$ cat config.mk
export PLATFORM = sky130hd
export DESIGN_NAME = product_accumulator
export DESIGN_NICKNAME = d
export VERILOG_FILES = /design/src/rtl/product_accumulator.sv
export SDC_FILE = /design/constraint.sdc
export NUM_CORES = 1
export LEC_CHECK = 0
export CAP_MARGIN = 0
export CORE_MARGIN = 2
export CORE_UTILIZATION = 54
export CTS_CLUSTER_DIAMETER = 40
export DETAILED_ROUTE_END_ITERATION = 6
export HOLD_SLACK_MARGIN = 0.15
export PLACE_DENSITY = 0.8
export SETUP_SLACK_MARGIN = 0.1
export SYNTH_ARGS = -nofsm -noshare
export SYNTH_HDL_FRONTEND = slang
export SYNTH_SLANG_ARGS = --single-unit
$ cat constraint.sdc
create_clock -name clk -period 3.6 [get_ports clk]
set_input_delay 0.72 -clock clk [delete_from_list [all_inputs] [get_ports clk]]
set_output_delay 0.72 -clock clk [all_outputs]
set_load 0.02 [all_outputs]
$ cat src/rtl/product_accumulator.sv
// Accumulate half of a multiply-accumulate path: buffers signed products in a
// 2-entry FIFO and sums N_TERMS of them into a saturating signed total.
module product_accumulator #(
  parameter int PROD_W  = 8,
  parameter int ACC_W   = 10,
  parameter int N_TERMS = 8
) (
  input  logic              clk,
  input  logic              reset,
  input  logic              clear,
  input  logic [PROD_W-1:0] prod_in,
  input  logic              prod_valid,
  output logic              prod_ready,
  output logic [ACC_W-1:0]  acc_out,
  output logic              acc_valid,
  input  logic              acc_ready,
  output logic              sat_flag,
  output logic [3:0]        term_count
);

  localparam logic [0:0] ST_ACC = 1'b0;
  localparam logic [0:0] ST_OUT = 1'b1;

  localparam logic [ACC_W:0] MAX_V = {2'b00, {(ACC_W-1){1'b1}}};
  localparam logic [ACC_W:0] MIN_V = {2'b11, {(ACC_W-1){1'b0}}};
  localparam logic [3:0]     TERMS = 4'(N_TERMS);

  logic [0:0]        state;
  logic [PROD_W-1:0] mem [2];
  logic              wr_ptr;
  logic              rd_ptr;
  logic [1:0]        count;
  logic              push;
  logic              pop;
  logic [PROD_W-1:0] head;
  logic [ACC_W:0]    sum;
  logic              sat_hi;
  logic              sat_lo;
  logic [ACC_W-1:0]  clamped;
  logic [3:0]        term_next;

  // Ready looks only at registered occupancy, so a full FIFO never admits a
  // push even when it is being popped in the same cycle.
  assign prod_ready = (count != 2'd2);
  assign push       = prod_valid && prod_ready && !clear;
  assign pop        = (state == ST_ACC) && (count != 2'd0) && !clear;
  assign head       = mem[rd_ptr];
  assign acc_valid  = (state == ST_OUT);

  // One extra bit of headroom makes any overflow visible before clamping.
  assign sum     = {acc_out[ACC_W-1], acc_out}
                 + {{(ACC_W+1-PROD_W){head[PROD_W-1]}}, head};
  assign sat_hi  = $signed(sum) > $signed(MAX_V);
  assign sat_lo  = $signed(sum) < $signed(MIN_V);
  assign clamped = sat_hi ? MAX_V[ACC_W-1:0] :
                   sat_lo ? MIN_V[ACC_W-1:0] : sum[ACC_W-1:0];
  assign term_next = term_count + 4'd1;

  always_ff @(posedge clk) begin
    if (push) mem[wr_ptr] <= prod_in;
  end

  always_ff @(posedge clk or posedge reset) begin
    if (reset) begin
      wr_ptr <= 1'b0;
      rd_ptr <= 1'b0;
      count  <= 2'd0;
    end else if (clear) begin
      wr_ptr <= 1'b0;
      rd_ptr <= 1'b0;
      count  <= 2'd0;
    end else begin
      if (push) wr_ptr <= ~wr_ptr;
      if (pop)  rd_ptr <= ~rd_ptr;
      case ({push, pop})
        2'b10:   count <= count + 2'd1;
        2'b01:   count <= count - 2'd1;
        default: count <= count;
      endcase
    end
  end

  always_ff @(posedge clk or posedge reset) begin
    if (reset) begin
      state      <= ST_ACC;
      acc_out    <= '0;
      sat_flag   <= 1'b0;
      term_count <= 4'd0;
    end else if (clear) begin
      state      <= ST_ACC;
      acc_out    <= '0;
      sat_flag   <= 1'b0;
      term_count <= 4'd0;
    end else if (state == ST_ACC) begin
      if (pop) begin
        acc_out    <= clamped;
        term_count <= term_next;
        if (sat_hi || sat_lo) sat_flag <= 1'b1;
        if (term_next == TERMS) state <= ST_OUT;
      end
    end else if (acc_ready) begin
      state      <= ST_ACC;
      acc_out    <= '0;
      sat_flag   <= 1'b0;
      term_count <= 4'd0;
    end
  end

endmodule
After elaboration in Yosys (flattened, before gate mapping)
Memory sizes are Yosys's and may differ from the RTL's.
Cells that the tools add are included.

word-level totals
  register bits = 20
  bits in writable memories = 16
  memories = 1

cells by class
  equality and inequality tests = 5
  bitwise operators = 3
  reduce and logical (&&, ||, !) cells = 14
  multiplexer cells = 28
  add/sub/neg operators = 4
  $lt $le $gt $ge = 2

memories
  name  words  width  read ports  clocked after Yosys merged registers in  wr ports  RTL line  text
  mem   2      8      1           0                                        1         29        logic [PROD_W-1:0] mem [2];

operators by type and width
  operator                                              number
  2-to-1 mux 10 bit                                     6
  2-to-1 mux 1 bit                                      16
  2-to-1 mux 4 bit                                      4
  adder 10 x 8 -> 11 bit                                1
  > comparator 11 x 10 -> 1 bit, second input constant  1
  < comparator 11 x 10 -> 1 bit, second input constant  1
  nonzero test 3 bit                                    3
  nonzero test 2 bit                                    3
  adder 4 x 1 -> 4 bit, second input constant           1
  equality test 4 bit, second input constant            1
  logical AND 1 bit                                     4
  one-hot mux 2 bit (2 select lines)                    1
  != test 3 bit, second input constant                  1
  NOT 1 bit                                             3
  AND reduction 3 bit                                   1
  adder 2 x 1 -> 2 bit, second input constant           1
  equality test 2 x 1 -> 1 bit, second input constant   1
  equality test 2 bit, second input constant            1
  2-to-1 mux 2 bit                                      1
  != test 2 bit, second input constant                  1
  AND reduction 2 bit                                   1
  subtractor 2 x 1 -> 2 bit, second input constant      1
  logical NOT 1 bit                                     1
  logical OR 1 bit                                      1

Longest topological paths before layout
An unclocked memory read counts as a cell.

  depth after elaboration = 8
  gate-level depth with buffers = 12
  gate-level depth less buffers = 10

Worst setup path after synthesis
OpenSTA, ideal clock, no wires.

  path type = flip-flop to flip-flop
  start point = reg rd_ptr
  end point = reg acc_out[1]
  period minus slack after synthesis = 2.806 ns
  data arrival time = 2.730 ns
  data required time = 3.523 ns
  setup slack = 0.794 ns
  cell stages (with the launch flop) = 13
  buffers on the path = 2
  cell sequence = dfrtp_1 -> clkbuf_1 -> mux2_2 -> ha_1 -> inv_1 -> fa_1 -> nand2b_1 -> a21oi_2 -> o2111ai_1 -> and2_0 -> buf_2 -> a311o_1 -> o21ai_1

between the ends
  word-level cells in the longest chain between the ends = 8
  elaborated cells on any way between the ends = 9
  classes of those cells = add/sub (1); order compare (2); mux (5); memory (1)

RTL lines
  what                           RTL line  text
  from (decl)                    31        logic rd_ptr;
  from (signal assigned)         74        if (pop) rd_ptr <= ~rd_ptr;
  memory read (2 x 8 bit) *      --
  adder 10 x 8 -> 11 bit *       52        + {{(ACC_W+1-PROD_W){head[PROD_W-1]}}, head};
  < comparator 11 x 10 -> 1 bit  54        assign sat_lo = $signed(sum) < $signed(MIN_V);
  2-to-1 mux 10 bit              56        sat_lo ? MIN_V[ACC_W-1:0] : sum[ACC_W-1:0];
  2-to-1 mux 10 bit *            55        assign clamped = sat_hi ? MAX_V[ACC_W-1:0] :
  2-to-1 mux 10 bit *            95        if (pop) begin
  2-to-1 mux 10 bit *            94        end else if (state == ST_ACC) begin
  2-to-1 mux 10 bit *            89        end else if (clear) begin
  to (signal assigned)           96        acc_out <= clamped;
  to (decl)                      14        output logic [ACC_W-1:0] acc_out,

Mark *: on every way between the ends. The rest lies on a longest branch, timed or not. The select of a mux whose other input is x is not followed.
A chain may end at the register's enable or synchronous reset.

Worst setup path in the final report
  start point = reg rd_ptr
  end point = reg acc_out[3]

Same word-level chain as after synthesis.

==> Implementation_results.wiki <==
{| class="wikitable"
! Metric !! Value
|-
| Result of the run || finished, final reports clean
|-
| Required time worst endpoint || 3820 ps
|-
| Highest achievable clock rate || 324 MHz
|-
| Number of warning messages in the yosys log || 0
|-
| Depth of the worst register-to-register path || 10
|-
| RSZ-0062 raised after global routing || no
|-
| Number of distinct standard cells referenced by the synthesized netlist || 39
|-
| Slew Limit Headroom || 0.455
|-
| Most used flip-flop cell after synthesis || sky130_fd_sc_hd__dfrtp_1
|-
| Capture endpoint of the worst hold path || acc_out[9]
|-
| Clock tree from TritonCTS || built
|-
| Setup slack, reg-to-reg || approximately 500 ps
|-
| Final standard cell area without fillers || 2450 µm²
|-
| DR iter-0 viols || 75
|-
| Leakage Power || 0.962 nW
|-
| Core Region || 3630 µm²
|-
| Antenna violations before repair || 0
|-
| Tmin final || 3090 ps
|-
| Post-synthesis instance area || between 2000 and 2500 µm²
|-
| Capturing point of the worst reg2reg path || acc_out[3]
|-
| Startpoint type of the worst setup path || flop
|-
| Post-Synthesis Mean Instance Area || 10.8 µm²
|-
| Setup TNS after final layout || 0 ps
|-
| Number of buffers added to fix hold violations after cts || 0
|-
| Portion of the clock cycle consumed by the worst path in the final layout || 0.858
|-
| Fill cell instance count of the final layout || 300
|-
| All-Layer GR Usage || 0.217
|-
| Min-delay worst type || flop to flop
|-
| First-pass GRT wire length || between 7000 and 8000 µm
|-
| Number of optimization iterations in the first detailed-route pass || 4
|-
| Count of port buffers added during placement || 29
|-
| Remaining global-route overflow || 0
|-
| Via count of the first global-routing pass || 1576
|-
| Count of instances resized after the clock tree is built || 0
|-
| Leading cell types by total area after synthesis || sky130_fd_sc_hd__dfrtp_1 25%, sky130_fd_sc_hd__edfxtp_1 24%, sky130_fd_sc_hd__ha_1 7.4%
|-
| Post-synth ARST share || 0.556
|-
| Die extent in y || 65.2 µm
|-
| Worst path arrival time || 3310 ps
|-
| Initial standard-cell utilization of the core || 0.556
|-
| Antenna Diode Count || 0
|-
| Post-CTS setup buffers || 0
|-
| Skew final || 7.81 ps
|-
| Area share of the largest cell type after synthesis || 0.248
|-
| Final Max Slew Viols || 0
|-
| Root cell of the clock tree || sky130_fd_sc_hd__clkbuf_8
|-
| Startpoint of the most critical hold path || acc_out[9]
|-
| Number of maximum-capacitance violations || 0
|-
| Synthesized netlist cell count || 187
|-
| Area of the die || 4250 µm²
|-
| Via density per instance || 5.75
|-
| Cell taking the most area after synthesis || sky130_fd_sc_hd__dfrtp_1
|-
| Clock buffers created by TritonCTS || 5
|-
| Number of cell rows || 22
|-
| Area growth from synthesis to final layout || 21.2%
|-
| Measured slew at the worst slew-check pin || 817 ps
|-
| Placement-stage cell area || about 2400 µm²
|-
| Post-CTS clock slew at the launch and capture registers of the worst setup and hold paths || 70 ps
|-
| Final routed wire length divided by cell count || 15.8 µm
|-
| Post-detailed-placement half-perimeter wirelength || 3120 µm
|-
| Net count after synthesis || 213
|-
| Crit Reg-Reg Startpoint || rd_ptr
|-
| DRT antenna net count || 0
|-
| Total wire length after detailed routing || between 4000 and 5000 µm
|-
| Count of endpoints failing setup in the final report || 0
|-
| Pin count of the biggest net entering global routing || 21
|-
| Cell depth of the worst min-delay path || 2
|-
| Hold Fails Final Rpt || 0
|-
| Share of layout cells above drive strength 1 || 0.0955
|-
| Drc violations || 0
|-
| Share of synthesized area occupied by flip-flops and latches || 0.485
|-
| Clock network latency to the later pin of the worst-skew pair || roughly 290 ps
|-
| Largest driver fanout on the critical path || 9
|-
| Routability congestion estimate from global placement || 0.879
|-
| Die Span X || roughly 65 µm
|-
| Top-level port count || 30
|-
| Deepest level of the CTS H-tree || 2
|-
| Num Clock Sinks || 36
|-
| Worst setup path class || flop to flop
|-
| Number of nets in the layout || roughly 250
|-
| Max Root-Sink Buffers || 2
|-
| Worst voltage drop across the vdd grid || 0.365 mV
|-
| Count of flip-flops with a built-in enable after synthesis || 16
|-
| Flip-flop and latch count after synthesis || 36
|-
| WHS || 520 ps
|-
| Category of the worst setup path capture point || flop
|-
| Pwr Density || 501 nW/µm²
|-
| Via count of the routed design || 1541
|}
## layer usage
layer | GRT usage | vias up | wire length, µm
met5 | 0 | - | 0
met4 | 0.0911 | 0 | 76
met3 | 0.0531 | 6 | 232
met2 | 0.355 | 56 | 2090
met1 | 0.275 | 731 | 1830
li1 | - | 748 | -
## cells in the mapped netlist (3+ instances only)
cell,instances
sky130_fd_sc_hd__xnor2_1,10
sky130_fd_sc_hd__inv_1,7
sky130_fd_sc_hd__a221o_1,3
sky130_fd_sc_hd__a21oi_1,10
sky130_fd_sc_hd__nand2b_1,5
sky130_fd_sc_hd__nor2_1,15
sky130_fd_sc_hd__dfrtp_1,20
sky130_fd_sc_hd__ha_1,12
sky130_fd_sc_hd__nor3_1,8
sky130_fd_sc_hd__o211ai_1,5
sky130_fd_sc_hd__o21ai_1,6
sky130_fd_sc_hd__mux2i_1,3
sky130_fd_sc_hd__clkbuf_1,5
sky130_fd_sc_hd__edfxtp_1,16
sky130_fd_sc_hd__nand2_1,18
sky130_fd_sc_hd__mux2_2,7
sky130_fd_sc_hd__o21ai_0,6
## power breakdown
part	switching [W]	internal, W
Sequential	0.0000360	0.000468
Clock	0.000143	0.000134
Combinational	0.000243	0.000202
## sequential cells by signal, summed over array words and instances (netlist names)
register	count
sat_flag	1
acc_out	10
acc_valid	1
mem	16
rd_ptr	1
count	2
wr_ptr	1
term_count	4
## cell families after synthesis
kind of cell,Yosys count,synth area share
AOI/OAI and AO/OA,46,0.168
xor gates and xnor gates,11,0.0476
adders and majority gates,13,0.0842
buffers and inverters,14,0.0272
DFF,36,0.485
muxes,10,0.0538
and+or+nand+nor,57,0.134
## cells in the final DEF (no fill, tap or decap), types with 3 or more instances in the layout
cell	synthesis	final
sky130_fd_sc_hd__nand2_1	18	18
sky130_fd_sc_hd__mux2i_1	3	3
sky130_fd_sc_hd__o21ai_0	6	6
sky130_fd_sc_hd__o211ai_1	5	5
sky130_fd_sc_hd__xnor2_1	10	10
sky130_fd_sc_hd__a221o_1	3	3
sky130_fd_sc_hd__buf_4	0	3
sky130_fd_sc_hd__nor3_1	8	8
sky130_fd_sc_hd__dfrtp_1	20	20
sky130_fd_sc_hd__clkdlybuf4s50_1	0	29
sky130_fd_sc_hd__edfxtp_1	16	16
sky130_fd_sc_hd__inv_1	7	7
sky130_fd_sc_hd__ha_1	12	12
sky130_fd_sc_hd__a21oi_1	10	10
sky130_fd_sc_hd__clkbuf_8	0	5
sky130_fd_sc_hd__nand2b_1	5	5
sky130_fd_sc_hd__o21ai_1	6	6
sky130_fd_sc_hd__mux2_2	7	7
sky130_fd_sc_hd__nor2_1	15	15
## worst max-delay path, cell delays in order, from the launching register on
cell and delay (ps):
sky130_fd_sc_hd__dfrtp_1 510, sky130_fd_sc_hd__mux2_2 290, sky130_fd_sc_hd__ha_1 190, sky130_fd_sc_hd__inv_1 60
sky130_fd_sc_hd__fa_1 390, sky130_fd_sc_hd__nand2b_1 190, sky130_fd_sc_hd__a21oi_2 210, sky130_fd_sc_hd__o2111ai_1 180
sky130_fd_sc_hd__and2_0 280, sky130_fd_sc_hd__o41ai_1 510, sky130_fd_sc_hd__a221o_1 200
## per-stage QoR
step | std cells | power, W | setup slack (ps) | utilization
floorplan | 187 | 0.000820 | 794 | -
global placement | 260 | 0.000935 | 673 | 0.651
detailed placement | 260 | 0.000949 | 522 | 0.651
CTS | 268 | 0.00123 | 485 | 0.674
global route | 268 | 0.00130 | 293 | 0.674
finish | 268 | 0.00123 | 512 | 0.674
## worst max-delay path by stage
stage / from / end / slack (ps) / cells after the start
global route: rd_ptr / acc_out[3] / 290 / 10
floorplan: rd_ptr / acc_out[1] / 790 / 12
detailed placement: rd_ptr / acc_out[3] / 520 / 10
CTS: rd_ptr / acc_out[3] / 480 / 10
finish: rd_ptr / acc_out[3] / 510 / 10
global placement: rd_ptr / acc_out[3] / 670 / 10
## final cells by class
class,count,area (µm²),share of cell area
flip-flops and latches,36,981,0.400
clock inverters,2,11.3,0.00460
inverters,7,26.3,0.0107
repair buffers,32,313,0.128
multi-input cells,137,986,0.402
clock buffers,6,72.6,0.0296
well taps,48,60.1,0.0245
(Power assumes the default switching activity.)
